--- src/rtl/fetch_stage_pkg.sv ---
// Shared types and constants for the RV32I instruction-fetch stage.
// Holds the instruction width, reset PC and helpers used by the fetch top and its testbench.
package fetch_stage_pkg;

   localparam int          ILEN             = 32;
   localparam logic [31:0] RESET_PC_DEFAULT = 32'h0000_0000;

   typedef logic [ILEN-1:0] instr_t;

   // What happens to an imem response word in the current cycle.
   typedef enum logic [1:0] {
      RSP_NONE,
      RSP_DROP,
      RSP_PUSH
   } rsp_action_e;

   // Anything whose low two bits are not 2'b11 is a 16-bit (compressed) encoding.
   function automatic logic is_illegal(input instr_t instr);
      return instr[1:0] != 2'b11;
   endfunction

endpackage

--- src/rtl/fetch_stage_if.sv ---
// Fetch-stage bus bundle: imem request/response, execute redirect and the decode-side handshake.
// The master modport is the fetch stage; the slave modport is its environment (imem, execute, decode).
interface fetch_stage_if
   import fetch_stage_pkg::*;
#(
   parameter int XLEN = 32
) ();

   logic            imem_req_valid;
   logic            imem_req_ready;
   logic [XLEN-1:0] imem_req_addr;
   logic            imem_rsp_valid;
   instr_t          imem_rsp_data;
   logic            redirect_valid;
   logic [XLEN-1:0] redirect_pc;
   logic            id_valid;
   logic            id_ready;
   logic [XLEN-1:0] id_pc;
   instr_t          id_instr;
   logic            id_illegal;

   modport master (
      output imem_req_valid, imem_req_addr, id_valid, id_pc, id_instr, id_illegal,
      input  imem_req_ready, imem_rsp_valid, imem_rsp_data, redirect_valid, redirect_pc, id_ready
   );

   modport slave (
      input  imem_req_valid, imem_req_addr, id_valid, id_pc, id_instr, id_illegal,
      output imem_req_ready, imem_rsp_valid, imem_rsp_data, redirect_valid, redirect_pc, id_ready
   );

endinterface

--- src/rtl/fetch_stage_fifo.sv ---
// Small in-order FIFO with synchronous flush and occupancy count.
// The head word is read straight from flop storage so dout never depends combinationally on din.
module fetch_stage_fifo #(
   parameter  int DEPTH = 2,
   parameter  int WIDTH = 64,
   localparam int CW    = $clog2(DEPTH + 1)
) (
   input  logic             clk,
   input  logic             rst_n,
   input  logic             flush,
   input  logic             push,
   input  logic [WIDTH-1:0] din,
   input  logic             pop,
   output logic [WIDTH-1:0] dout,
   output logic [CW-1:0]    count
);

   localparam int            PW         = (DEPTH > 1) ? $clog2(DEPTH) : 1;
   localparam logic [CW-1:0] FULL_COUNT = CW'(DEPTH);
   localparam logic [PW-1:0] LAST_PTR   = PW'(DEPTH - 1);

   logic [WIDTH-1:0] mem_reg [DEPTH];
   logic [PW-1:0]    rd_ptr_reg;
   logic [PW-1:0]    wr_ptr_reg;
   logic [CW-1:0]    count_reg;
   logic             full;
   logic             pop_en;
   logic             push_en;

   function automatic logic [PW-1:0] next_ptr(input logic [PW-1:0] ptr);
      return (ptr == LAST_PTR) ? '0 : ptr + PW'(1);
   endfunction

   assign full    = (count_reg == FULL_COUNT);
   assign pop_en  = pop && (count_reg != '0);
   // A push into a full FIFO is only accepted when the head leaves in the same cycle.
   assign push_en = push && (!full || pop_en);

   always_ff @(posedge clk or negedge rst_n) begin
      if (!rst_n) begin
         rd_ptr_reg <= '0;
         wr_ptr_reg <= '0;
         count_reg  <= '0;
         for (int i = 0; i < DEPTH; i++) begin
            mem_reg[i] <= '0;
         end
      end else if (flush) begin
         rd_ptr_reg <= '0;
         wr_ptr_reg <= '0;
         count_reg  <= '0;
      end else begin
         if (push_en) begin
            mem_reg[wr_ptr_reg] <= din;
            wr_ptr_reg          <= next_ptr(wr_ptr_reg);
         end
         if (pop_en) begin
            rd_ptr_reg <= next_ptr(rd_ptr_reg);
         end
         count_reg <= count_reg + CW'(push_en) - CW'(pop_en);
      end
   end

   assign dout  = mem_reg[rd_ptr_reg];
   assign count = count_reg;

   overflow_chk : assert property (@(posedge clk) disable iff (!rst_n)
      !(push && !flush && full && !pop_en));

endmodule

--- src/rtl/fetch_stage.sv ---
// RV32I instruction-fetch stage: owns the PC, issues in-order imem fetches, buffers returned words
// and hands {pc, instr} to decode. Redirects flush the buffer and drop stale in-flight responses.
module fetch_stage
   import fetch_stage_pkg::*;
#(
   parameter int              XLEN     = 32,
   parameter logic [XLEN-1:0] RESET_PC = XLEN'(RESET_PC_DEFAULT),
   parameter int              DEPTH    = 2
) (
   input  logic          clk,
   input  logic          rst_n,
   fetch_stage_if.master bus
);

   localparam int            CW          = $clog2(DEPTH + 1);
   localparam logic [CW:0]   SLOT_LIMIT  = (CW + 1)'(DEPTH);
   localparam int            ENTRY_W     = XLEN + ILEN;

   logic [XLEN-1:0]    pc_reg;
   logic [CW-1:0]      inflight_reg;
   logic [CW-1:0]      drop_reg;
   logic               active_reg;

   logic [CW-1:0]      inflight_next;
   logic [CW:0]        slots_used;
   logic               req_fire;
   logic               buf_pop;
   rsp_action_e        rsp_action;

   logic [ENTRY_W-1:0] buf_dout;
   logic [CW-1:0]      buf_count;
   logic [XLEN-1:0]    pcq_head;
   logic [CW-1:0]      pcq_count;
   logic               unused_redirect_lsbs;

   assign buf_pop = bus.id_valid && bus.id_ready && !bus.redirect_valid;

   // Counting the entry leaving decode this cycle frees its slot immediately, which is what
   // sustains one instruction per cycle with two slots and single-cycle imem.
   assign slots_used = {1'b0, inflight_reg} + {1'b0, buf_count} - (CW + 1)'(buf_pop);

   assign bus.imem_req_valid = active_reg && !bus.redirect_valid && (slots_used < SLOT_LIMIT);
   assign bus.imem_req_addr  = pc_reg;
   assign req_fire           = bus.imem_req_valid && bus.imem_req_ready;

   always_comb begin
      rsp_action = RSP_NONE;
      if (bus.imem_rsp_valid) begin
         if (bus.redirect_valid || (drop_reg != '0)) begin
            rsp_action = RSP_DROP;
         end else begin
            rsp_action = RSP_PUSH;
         end
      end
   end

   assign inflight_next = inflight_reg + CW'(req_fire) - CW'(bus.imem_rsp_valid);

   always_ff @(posedge clk or negedge rst_n) begin
      if (!rst_n) begin
         pc_reg       <= RESET_PC;
         inflight_reg <= '0;
         drop_reg     <= '0;
         active_reg   <= 1'b0;
      end else begin
         active_reg   <= 1'b1;
         inflight_reg <= inflight_next;
         if (bus.redirect_valid) begin
            // Every request still outstanding after this cycle belongs to a dead path.
            pc_reg   <= {bus.redirect_pc[XLEN-1:2], 2'b00};
            drop_reg <= inflight_next;
         end else begin
            if (req_fire) begin
               pc_reg <= pc_reg + XLEN'(4);
            end
            if (rsp_action == RSP_DROP) begin
               drop_reg <= drop_reg - CW'(1);
            end
         end
      end
   end

   // PCs of live requests, oldest first; consumed as their words land in the buffer.
   fetch_stage_fifo #(
      .DEPTH (DEPTH),
      .WIDTH (XLEN)
   ) u_pc_queue (
      .clk   (clk),
      .rst_n (rst_n),
      .flush (bus.redirect_valid),
      .push  (req_fire),
      .din   (pc_reg),
      .pop   (rsp_action == RSP_PUSH),
      .dout  (pcq_head),
      .count (pcq_count)
   );

   fetch_stage_fifo #(
      .DEPTH (DEPTH),
      .WIDTH (ENTRY_W)
   ) u_instr_buf (
      .clk   (clk),
      .rst_n (rst_n),
      .flush (bus.redirect_valid),
      .push  (rsp_action == RSP_PUSH),
      .din   ({pcq_head, bus.imem_rsp_data}),
      .pop   (buf_pop),
      .dout  (buf_dout),
      .count (buf_count)
   );

   assign bus.id_valid   = (buf_count != '0);
   assign bus.id_pc      = buf_dout[ENTRY_W-1:ILEN];
   assign bus.id_instr   = buf_dout[ILEN-1:0];
   assign bus.id_illegal = is_illegal(bus.id_instr);

   assign unused_redirect_lsbs = ^bus.redirect_pc[1:0];

   live_pc_chk : assert property (@(posedge clk) disable iff (!rst_n)
      (rsp_action == RSP_PUSH) |-> (pcq_count != '0));

endmodule

--- src/flat_wrapper.sv ---
// flat-port wrapper written by rule: the top's interface ports become plain ports
module fetch_stage_flat import fetch_stage_pkg::*;
#(
   parameter int              XLEN     = 32,
   parameter logic [XLEN-1:0] RESET_PC = XLEN'(RESET_PC_DEFAULT),
   parameter int              DEPTH    = 2
)
  (clk, rst_n, bus_imem_req_valid, bus_imem_req_addr, bus_id_valid, bus_id_pc, bus_id_instr, bus_id_illegal, bus_imem_req_ready, bus_imem_rsp_valid, bus_imem_rsp_data, bus_redirect_valid, bus_redirect_pc, bus_id_ready);
  fetch_stage_if #(.XLEN(XLEN)) bus_i ();
  input  logic clk;
  input  logic rst_n;
  output wire logic [$bits(bus_i.imem_req_valid)-1:0] bus_imem_req_valid;
  output wire logic [$bits(bus_i.imem_req_addr)-1:0] bus_imem_req_addr;
  output wire logic [$bits(bus_i.id_valid)-1:0] bus_id_valid;
  output wire logic [$bits(bus_i.id_pc)-1:0] bus_id_pc;
  output wire logic [$bits(bus_i.id_instr)-1:0] bus_id_instr;
  output wire logic [$bits(bus_i.id_illegal)-1:0] bus_id_illegal;
  input wire logic [$bits(bus_i.imem_req_ready)-1:0] bus_imem_req_ready;
  input wire logic [$bits(bus_i.imem_rsp_valid)-1:0] bus_imem_rsp_valid;
  input wire logic [$bits(bus_i.imem_rsp_data)-1:0] bus_imem_rsp_data;
  input wire logic [$bits(bus_i.redirect_valid)-1:0] bus_redirect_valid;
  input wire logic [$bits(bus_i.redirect_pc)-1:0] bus_redirect_pc;
  input wire logic [$bits(bus_i.id_ready)-1:0] bus_id_ready;
  assign bus_imem_req_valid = bus_i.imem_req_valid;
  assign bus_imem_req_addr = bus_i.imem_req_addr;
  assign bus_id_valid = bus_i.id_valid;
  assign bus_id_pc = bus_i.id_pc;
  assign bus_id_instr = bus_i.id_instr;
  assign bus_id_illegal = bus_i.id_illegal;
  assign bus_i.imem_req_ready = bus_imem_req_ready;
  assign bus_i.imem_rsp_valid = bus_imem_rsp_valid;
  assign bus_i.imem_rsp_data = bus_imem_rsp_data;
  assign bus_i.redirect_valid = bus_redirect_valid;
  assign bus_i.redirect_pc = bus_redirect_pc;
  assign bus_i.id_ready = bus_id_ready;
  fetch_stage #(.XLEN(XLEN), .RESET_PC(RESET_PC), .DEPTH(DEPTH)) u_core (.clk(clk), .rst_n(rst_n), .bus(bus_i));
endmodule
--- config.mk ---
export PLATFORM = sky130hd
export DESIGN_NAME = fetch_stage_flat
export DESIGN_NICKNAME = d
export VERILOG_FILES = /design/src/rtl/fetch_stage_pkg.sv /design/src/rtl/fetch_stage_if.sv /design/src/rtl/fetch_stage_fifo.sv /design/src/rtl/fetch_stage.sv /design/src/flat_wrapper.sv
export SDC_FILE = /design/constraint.sdc
export NUM_CORES = 1
export LEC_CHECK = 0
export BUFFER_PORTS_ARGS = -buffer_cell sky130_fd_sc_hd__clkbuf_2
export CAP_MARGIN = 20
export CORE_ASPECT_RATIO = 0.6
export CORE_MARGIN = 3
export CORE_UTILIZATION = 63
export CTS_BUF_LIST = sky130_fd_sc_hd__clkbuf_4
export CTS_CLUSTER_DIAMETER = 200
export DETAILED_ROUTE_END_ITERATION = 6
export PLACE_DENSITY = 0.95
export SYNTH_ARGS = -nofsm -noshare
export SYNTH_HDL_FRONTEND = slang
export SYNTH_SLANG_ARGS = --single-unit
--- constraint.sdc ---
create_clock -name clk -period 5 [get_ports clk]
set_input_delay 0.75 -clock clk [delete_from_list [all_inputs] [get_ports clk]]
set_output_delay 0.75 -clock clk [all_outputs]
set_load 0.005 [all_outputs]
==> results of run 1 <==
## power by group
part	switching [uW]	internal (uW)	total (uW)
combinational	868	1040	1910
clock	706	764	1470
sequential	425	2470	2890
## through the flow
step                cell area [sq um]  std cells  utilization [%]
floorplan                       10400        863                -
finish                          12000       1264             75.8
global route                    12000       1264             75.8
detailed placement              11300       1178             71.7
global placement                11300       1178             71.7
CTS                             12000       1264             75.8
## cells in the final DEF (no fill, tap or decap), types with 6 or more instances in the layout
| master | count |
|---|---|
| clkbuf_2 | 161 |
| o21ai_0 | 50 |
| o211ai_1 | 8 |
| o311ai_0 | 8 |
| a21oi_1 | 35 |
| mux2_2 | 157 |
| ha_1 | 9 |
| clkbuf_4 | 79 |
| buf_4 | 7 |
| dfrtp_1 | 225 |
| nand2_1 | 75 |
| xor2_1 | 6 |
| nand3_1 | 23 |
| inv_1 | 11 |
| mux2i_1 | 31 |
| mux2_1 | 30 |
| xnor2_1 | 10 |
| nor2_1 | 44 |
| and3_1 | 7 |
## Yosys cell counts, drive strengths merged (2+ instances only)
cell type and count:
o211ai 8, mux2i 31, nand2b 2, a22oi 3, o21ai 51, nor4 4, nand4 3, a31oi 4
xnor2 10, nor3 5, nor2b 3, or4 5, buf 35, a221o 3, clkbuf 24, nor2 45
conb 2, mux2 187, ha 9, dfrtp 227, a32oi 2, nand2 76, and2 3, a21oi 36
o311ai 9, a41oi 4, xor2 6, inv 12, nand3 25, and3 8, or2 3, and4 2
## layer usage
| metal | wire length [um] | global-route usage, % | vias up |
|---|---|---|---|
| met5 | 0 | 0 | - |
| met1 | 10500 | 37.4 | 3757 |
| li1 | - | - | 3423 |
| met3 | 1780 | 6.56 | 49 |
| met2 | 11000 | 41.1 | 313 |
| met4 | 410 | 7.00 | 0 |
## critical path: stages, from the launching register on
cell and delay, ns:
dfrtp_1 0.44, or2_2 0.31, nand2_1 0.12, nor2_1 0.06, ha_1 0.25, nand2b_1 0.16
fa_1 0.39, xnor2_1 0.27, or2_4 0.40, inv_2 0.23, nor2_1 0.80, o21ai_0 0.25
o311ai_0 0.14
## cells by family (layout without fill, tap and decap cells)
kind of cell | count (synthesis) | count (layout) | synth area share [%]
simple gates | 190 | 190 | 8.80
compound gates | 125 | 125 | 7.32
other cells | 2 | 5 | 0.0720
mux | 218 | 218 | 23.2
buf+inv | 72 | 270 | 3.52
xor+xnor | 16 | 16 | 1.34
fa+ha+maj | 10 | 10 | 1.27
flops | 227 | 227 | 54.5
## final cells by class
class	count	area, sq um	share of cell area [%]
inverter	13	48.8	0.408
sequential	227	5680	47.5
timing repair buffer	171	913	7.64
tap	203	254	2.12
multi-input combinational	564	4400	36.8
clock inverter	7	57.6	0.482
clock buffer	79	593	4.96
## final timing paths
path	startpoint	to	slack (ns)	cells past startpoint
setup / recovery	u_core.u_instr_buf.count[1]	u_core.bus.imem_req_addr[14]	1.05	12
hold reg to reg	u_core.u_instr_buf.mem_reg[59]	u_core.u_instr_buf.mem_reg[59]	0.48	2
min in group clk	bus_redirect_pc[28]	u_core.bus.imem_req_addr[28]	0.30	3
hold / removal	rst_n	u_core.u_instr_buf.mem_reg[87]	0.22	1
max in group asynchronous	rst_n	u_core.u_instr_buf.mem_reg[7]	3.76	2
setup reg to reg	u_core.u_instr_buf.count[1]	u_core.bus.imem_req_addr[14]	1.05	12
==> impl_metrics.json, run 1 <==
{
  "run_status": "complete, no violations",
  "hold_violations": 0,
  "synth_cells": 860,
  "wl_per_cell_um": 18.8,
  "cts_setup_buffers": 0,
  "critical_path_class": "reg2reg",
  "tightest_slew_ns": 1.09,
  "largest_reg_flops": 124,
  "htreeDepth": 2,
  "drcViolationCount": 0,
  "overflow": 0,
  "cts-buffers-inserted": 52,
  "fp.dieH_um": 106,
  "die_w_um": 172,
  "cp.required_ns": 5.53,
  "num_io_pins": 169,
  "yosys.cell_types.count": 58,
  "cp_max_fo": 30,
  "slew-limit-headroom_pct": 27.6,
  "cp.arrival_ns": 4.48,
  "ys_ff_latch": 227,
  "cts.sinks": 227,
  "cap_violations": 0,
  "fin_skew_ns": 0.0513,
  "setup_viol": 0,
  "clk_path_buf_depth": 3,
  "cts-root-buf": "clkbuf_4",
  "fin_crit_sh_pct": 79.0,
  "ir_drop_mv": 0.289,
  "postSynthAreaPerCell_sq_um": 12.1,
  "start_util_pct": 66.1,
  "cp-start-kind": "flip-flop",
  "grt_pass1_wl_mm": 38.3,
  "clk_latency_ns": 0.65,
  "grt_use_total_pct": 26.4,
  "drt-initial-drc-count": 646,
  "num_antenna_cells": 0,
  "synth_area_leader_cell": "dfrtp_1",
  "setup_tns_ns": 0,
  "place.gp.congestion": 0.844,
  "period_needed_ns": 3.95,
  "synthFlopType": "dfrtp_1",
  "seq_area_frac_synth_pct": 54.5,
  "whs_ns": 0.219,
  "synth_edf_count": 0,
  "pre_cts_ws_ns": 1.08,
  "wl_mm": 23.7,
  "fillers": 1082,
  "fmax_mhz": 253,
  "drtPass1Iterations": 6,
  "async_reset_ff_share_pct": 100,
  "synth_top_area_share_pct": 54.5,
  "maxSlewViolCount": 0,
  "core.rowCount": 35,
  "dieArea_sq_um": 18200,
  "drive_above_1_share_pct": 40.2,
  "cp-end-kind": "flip-flop",
  "vias": 7542,
  "netlist_area_sq_um": 10400,
  "syn2layout_area_growth_pct": 14.7,
  "drtAntennaViolNets": 0,
  "grt_pass1_vias": 7628,
  "hp-class": "in2async",
  "hold_buffers": 0,
  "rsz0062_at_grt": "no",
  "p_per_area_nw_per_um2": 524,
  "grt_max_degree": 145,
  "ys_top_cells_by_area": "dfrtp_1 (54%), mux2_2 (17%), mux2_1 (3.2%)",
  "dp_hpwl_mm": 16.0,
  "core_region_area_sq_um": 15800,
  "port_buffers": 162,
  "cts_resized": 0,
  "leakagePower_uw": 0.00569,
  "setup_ws_ns": 1.05,
  "clk_pin_slew_ns": 0.07,
  "finalPower_uw": 6270,
  "antenna_found_initial": 0,
  "final_nets": 1109,
  "synth_warnings": 0,
  "cts_tree": "yes",
  "viasPerCell": 5.97
}
Note: power is estimated with default switching activity, not from simulation.
==> run 2, diff against run 1 <==
--- a/config.mk
+++ b/config.mk
@@ -9,11 +9,11 @@
 export CAP_MARGIN = 20
 export CORE_ASPECT_RATIO = 0.6
 export CORE_MARGIN = 3
-export CORE_UTILIZATION = 63
+export CORE_UTILIZATION = 53
 export CTS_BUF_LIST = sky130_fd_sc_hd__clkbuf_4
 export CTS_CLUSTER_DIAMETER = 200
 export DETAILED_ROUTE_END_ITERATION = 6
-export PLACE_DENSITY = 0.95
+export PLACE_DENSITY = 0.87
 export SYNTH_ARGS = -nofsm -noshare
 export SYNTH_HDL_FRONTEND = slang
 export SYNTH_SLANG_ARGS = --single-unit
==> constraint.sdc (replaced) <==
create_clock -name clk -period 3.55 [get_ports clk]
set_input_delay 0.5325 -clock clk [delete_from_list [all_inputs] [get_ports clk]]
set_output_delay 0.5325 -clock clk [all_outputs]
set_load 0.005 [all_outputs]
==> run 2 against run 1 <==
Die area is 18% higher. Cell count increased by 6.5%. Largest power group unchanged. Flip-flop and latch count unchanged. First-iteration DRC count fell by 19%. Hold slack worse by 0.15 ns. Clock power is 37% higher. Sequential share of layout area is 1.0 points lower. Sequential power rose by 39%. Largest cell class unchanged.
==> impl_metrics.json, run 2 (same netlist as run 1, synthesis figures left out) <==
{
  "run_status": "complete, no violations",
  "layout_common_cells": "dfrtp_1 (225), clkbuf_2 (160), mux2_2 (157)",
  "grt_pass1_vias": 7792,
  "grt_max_degree": 107,
  "cp.arrival_ns": 3.98,
  "period_needed_ns": 3.45,
  "instances_no_fill": 1346,
  "placed_cells": 1251,
  "crit_chain": "or2_4 -> nand2_4 -> nor2_1 -> ha_1 -> nand2b_4 -> fa_2 -> xnor2_1 -> or2_4 -> inv_4 -> xnor2_1 -> a221oi_1 -> ha_1 -> nor2_1 -> mux2_2",
  "overflow": 0,
  "critical_path_class": "reg2reg",
  "cap_violations": 0,
  "ir_drop_mv": 0.500,
  "grt_pass1_wl_mm": 39.7,
  "fin_skew_ns": 0.0657,
  "cp_top_family": "simple AND/OR/NAND/NOR gates",
  "cts-root-buf": "clkbuf_4",
  "core.rowCount": 39,
  "layout_commonest_cell": "dfrtp_1",
  "hp-class": "in2reg",
  "htreeDepth": 2,
  "slew-limit-headroom_pct": 31.3,
  "dp_hpwl_mm": 16.4,
  "cp.required_ns": 4.08,
  "r2r_end": "u_core.u_pc_queue.count[1]",
  "drtAntennaViolNets": 0,
  "num_io_pins": 169,
  "maxSlewViolCount": 0,
  "rrSetupSlack_ns": 0.1,
  "clk_latency_ns": 0.69,
  "clk_path_buf_depth": 3,
  "drt-initial-drc-count": 523,
  "cts.sinks": 227,
  "critPathSlowestCell": "dfrtp_1",
  "antenna_found_initial": 0,
  "port_buffers": 162,
  "min_from": "bus_redirect_pc[28]",
  "fin_crit_sh_pct": 97.2,
  "cp_max_fo": 11,
  "fmax_mhz": 290,
  "fp.dieH_um": 115,
  "cp-end-kind": "flip-flop",
  "dieArea_sq_um": 21400,
  "die_w_um": 187,
  "wl_mm": 24.1,
  "drcViolationCount": 0,
  "final_nets": 1123,
  "hold_path_depth": 3,
  "reg2reg_depth": 14,
  "drtPass1Iterations": 5,
  "vias": 7575,
  "clk_pin_slew_ns": 0.07,
  "cpPeakStageDelay_ns": 0.42,
  "hold_violations": 0,
  "start_util_pct": 54.4,
  "viasPerCell": 5.63,
  "tightest_slew_ns": 1.03,
  "num_antenna_cells": 0,
  "drive_above_1_share_pct": 41.1,
  "syn2layout_area_growth_pct": 17.1,
  "setup_tns_ns": 0,
  "place.gp.congestion": 0.884,
  "grt_use_total_pct": 22.9,
  "largest_reg_flops": 124,
  "crit_buf_inv": 1,
  "cp-start-kind": "flip-flop",
  "r2r-start": "u_core.u_instr_buf.count[1]",
  "wl_per_cell_um": 17.9,
  "hold_end": "u_core.bus.imem_req_addr[28]",
  "cts_tree": "yes",
  "cts-buffers-inserted": 52,
  "leakagePower_uw": 0.00578,
  "setup_viol": 0,
  "core_region_area_sq_um": 19200,
  "p_per_area_nw_per_um2": 724
}
[run 2: stage by stage]
step	setup slack (ns)	hold WS [ns]	area (sq um)	total power (uW)	util, %
2_1_floorplan	0.0204	0.237	10400	5700	-
3_3_place_gp	0.0485	0.456	11500	6680	59.9
3_5_place_dp	-0.0770	0.464	11500	6830	59.9
4_1_cts	0.0301	0.00567	12200	8900	63.4
5_1_grt	-0.0639	0.000910	12200	9500	63.7
6_report	0.0982	0.0688	12200	8840	63.7
[run 2: layout make-up]
class	count	area, sq um
Clock buffer	78	586
Clock inverter	13	66.3
Fill cell	1535	6970
Inverter	13	51.3
Multi-Input combinational cell	564	4440
Sequential cell	227	5680
Tap cell	266	333
Timing Repair Buffer	185	1050
[run 2: timing repair]
item | CTS | global route
gates cloned | 0 | 0
gates resized for setup | 2 | 9
hold endpoints to repair | 102 | 1
hold buffers | 2 | 1
pin swaps | 0 | 3
endpoints found under the setup margin | 6 | 21
setup buffers | 0 | 1
[run 2: worst max-delay path by stage]
stage | from | endpoint | slack (ns) | cells past startpoint
finish | u_core.u_instr_buf.count[1] | u_core.u_pc_queue.count[1] | 0.1 | 14
global route | u_core.u_instr_buf.count[1] | u_core.u_pc_queue.count[1] | -0.06 | 14
CTS | u_core.u_instr_buf.count[1] | bus_imem_req_valid | 0.03 | 9
detailed placement | u_core.u_instr_buf.count[1] | u_core.bus.imem_req_addr[9] | -0.08 | 12
global placement | u_core.u_instr_buf.count[1] | u_core.bus.imem_req_addr[12] | 0.05 | 12
floorplan | bus_redirect_valid | u_core.u_pc_queue.count[1] | 0.02 | 14
[run 2: tightest hold or removal path, delay by kind of cell]
| family | cells | cell delay (ns) |
|---|---|---|
| and+or+nand+nor | 2 | 0.11 |
| buffers and inverters | 1 | 0.08 |
[run 2: routing by layer]
layer,vias to the layer above,global-route usage [%],share of wire [%]
li1,3451,-,-
met1,3759,31.8,45
met2,317,35.4,45
met3,48,6.70,7.9
met4,0,6.89,1.8
met5,-,0,0
[run 2: power by group]
part	switching (uW)	internal [uW]	leakage [uW]
sequential	548	3480	0.00290
combinational	1300	1510	0.00249
clock	1000	1010	0.000392
==> run 3, diff against run 2 <==
--- a/config.mk
+++ b/config.mk
@@ -9,11 +9,11 @@
 export CAP_MARGIN = 20
 export CORE_ASPECT_RATIO = 0.6
 export CORE_MARGIN = 3
-export CORE_UTILIZATION = 53
+export CORE_UTILIZATION = 45
 export CTS_BUF_LIST = sky130_fd_sc_hd__clkbuf_4
 export CTS_CLUSTER_DIAMETER = 200
 export DETAILED_ROUTE_END_ITERATION = 6
-export PLACE_DENSITY = 0.87
+export PLACE_DENSITY = 0.74
 export SYNTH_ARGS = -nofsm -noshare
 export SYNTH_HDL_FRONTEND = slang
 export SYNTH_SLANG_ARGS = --single-unit
==> constraint.sdc (replaced) <==
create_clock -name clk -period 4.35 [get_ports clk]
set_input_delay 0.6525 -clock clk [delete_from_list [all_inputs] [get_ports clk]]
set_output_delay 0.6525 -clock clk [all_outputs]
set_load 0.005 [all_outputs]
==> run 3 against run 2 <==
Sequential power shrank 18%. Sequential share of layout area grew 0.32 points. Global-route usage shrank 2.7 points. Register-to-register slack gained 0.48 ns. First-iteration DRC count shrank 16%. Clock-buffer cell count shrank 1. Via count shrank 3.5%. Non-clock buffer count shrank 10. Hold slack gained 0.10 ns. Total power shrank 19%. Largest power group unchanged.
==> impl_metrics.json, run 3 (same netlist as run 1, synthesis figures left out) <==
{
  "run_status": "complete, no violations",
  "clk_path_buf_depth": 3,
  "drtAntennaViolNets": 0,
  "layout_common_cells": "dfrtp_1 (225), clkbuf_2 (161), mux2_2 (157)",
  "grt_max_degree": 97,
  "fin_skew_ns": 0.0468,
  "dieArea_sq_um": 25100,
  "fmax_mhz": 265,
  "vias": 7313,
  "hold_path_depth": 3,
  "tightest_slew_ns": 1.07,
  "ir_drop_mv": 0.312,
  "cp.arrival_ns": 4.33,
  "cts.sinks": 227,
  "critical_path_class": "reg2reg",
  "slew-limit-headroom_pct": 28.4,
  "clk_latency_ns": 0.69,
  "cap_violations": 0,
  "overflow": 0,
  "reg2reg_depth": 14,
  "final_nets": 1115,
  "setup_viol": 0,
  "min_from": "bus_redirect_pc[23]",
  "layout_commonest_cell": "dfrtp_1",
  "cts_tree": "yes",
  "antenna_found_initial": 0,
  "start_util_pct": 46.6,
  "cp_max_fo": 30,
  "clk_pin_slew_ns": 0.07,
  "r2r_end": "u_core.u_pc_queue.count[1]",
  "dp_hpwl_mm": 16.9,
  "core_region_area_sq_um": 22400,
  "cp-end-kind": "flip-flop",
  "die_w_um": 202,
  "crit_chain": "or2_2 -> nand2_1 -> nor2_1 -> ha_1 -> nand2b_1 -> fa_1 -> xnor2_1 -> or2_4 -> inv_2 -> xnor2_1 -> a221oi_1 -> ha_1 -> nor2_1 -> mux2_2",
  "grt_use_total_pct": 20.2,
  "setup_tns_ns": 0,
  "place.gp.congestion": 0.803,
  "critPathSlowestCell": "dfrtp_1",
  "cpPeakStageDelay_ns": 0.42,
  "rrSetupSlack_ns": 0.58,
  "fillers": 2016,
  "fp.dieH_um": 124,
  "cts-root-buf": "clkbuf_4",
  "syn2layout_area_growth_pct": 16.3,
  "hold_violations": 0,
  "utilization_pct": 54.2,
  "hp-class": "in2reg",
  "viasPerCell": 5.31,
  "period_needed_ns": 3.77,
  "cp-start-kind": "flip-flop",
  "wl_mm": 24.7,
  "rsz0062_at_grt": "no",
  "maxSlewViolCount": 0,
  "drtPass1Iterations": 5,
  "num_io_pins": 169,
  "num_antenna_cells": 0,
  "drive_above_1_share_pct": 40.0,
  "cp.required_ns": 4.90,
  "cts-buffers-inserted": 54,
  "drt-initial-drc-count": 439,
  "leakagePower_uw": 0.00571,
  "fin_crit_sh_pct": 86.7,
  "pre_cts_ws_ns": 0.280,
  "core.rowCount": 42,
  "wl_per_cell_um": 17.9,
  "drcViolationCount": 0,
  "grt_pass1_vias": 7445,
  "p_per_area_nw_per_um2": 590,
  "grt_pass1_wl_mm": 40.0,
  "cp_top_family": "simple AND/OR/NAND/NOR gates",
  "largest_reg_flops": 124,
  "port_buffers": 162,
  "stdcell_area_sq_um": 12100,
  "hold_end": "u_core.bus.imem_req_addr[23]",
  "crit_buf_inv": 1,
  "cts_setup_buffers": 0,
  "htreeDepth": 2,
  "placed_area_sq_um": 11500,
  "r2r-start": "u_core.u_instr_buf.count[1]",
  "setup_ws_ns": 0.579
}
[run 3: cell types whose count changed in the layout (fill, tap and decap cells not counted), sizes merged]
cell,change
dlygate4sd3,-2
inv,-1
clkinv,+2
buf,-9
[run 3: cell type report]
cell class / count / area (sq um) / share of cell area, %
clock inverters: 14 / 67.6 / 0.557
clock buffers: 77 / 578 / 4.77
repair buffers: 175 / 958 / 7.90
well taps: 308 / 385 / 3.18
inverters: 13 / 48.8 / 0.402
flip-flops and latches: 227 / 5680 / 46.9
multi-input cells: 564 / 4410 / 36.3
[run 3: worst max-delay path by stage]
stage / start / end / slack (ns) / depth (start not counted)
6_report: u_core.u_instr_buf.count[1] / u_core.u_pc_queue.count[1] / 0.58 / 14
5_1_grt: u_core.u_instr_buf.count[1] / u_core.u_pc_queue.count[1] / 0.28 / 14
4_1_cts: u_core.u_instr_buf.count[1] / u_core.bus.imem_req_addr[12] / 0.29 / 12
3_5_place_dp: bus_id_ready / u_core.bus.imem_req_addr[12] / 0.28 / 12
3_3_place_gp: bus_id_ready / u_core.bus.imem_req_addr[12] / 0.48 / 12
2_1_floorplan: bus_redirect_valid / u_core.u_pc_queue.count[1] / 0.70 / 14
[run 3: repair_timing]
action,4_1_cts,5_1_grt
setup endpoints to repair,0,1
hold buffers,1,0
hold endpoints to repair,42,0
resized for setup,0,1
[run 3: per-layer routing]
layer | up-vias | routed length [um] | global-route usage [%] | share of wire, %
li1 | 3436 | - | - | -
met1 | 3614 | 11700 | 29.2 | 47
met2 | 225 | 11000 | 30.5 | 45
met3 | 38 | 1620 | 5.01 | 6.6
met4 | 0 | 359 | 5.71 | 1.5
met5 | - | 0 | 0 | 0
[run 3: where the power goes]
part | internal [uW] | switching [uW] | total (uW)
clock | 814 | 837 | 1650
combinational | 1190 | 1030 | 2220
sequential | 2840 | 443 | 3280
total | 4840 | 2310 | 7150
[run 3: worst reg2reg max path, cell delays in order (launching register included)]
cell and delay (ns):
dfrtp_1 0.42, or2_2 0.30, nand2_1 0.14, nor2_1 0.06
ha_1 0.26, nand2b_1 0.16, fa_1 0.39, xnor2_1 0.28
or2_4 0.41, inv_2 0.25, xnor2_1 0.18, a221oi_1 0.26
ha_1 0.22, nor2_1 0.05, mux2_2 0.27
[run 3: per-stage QoR]
stage / total power, uW / hold slack [ns] / cells
2_1_floorplan: 4650 / 0.357 / 863
3_3_place_gp: 5460 / 0.455 / 1286
3_5_place_dp: 5560 / 0.465 / 1286
4_1_cts: 7260 / 0.101 / 1378
5_1_grt: 7700 / 0.118 / 1378
6_report: 7150 / 0.173 / 1378
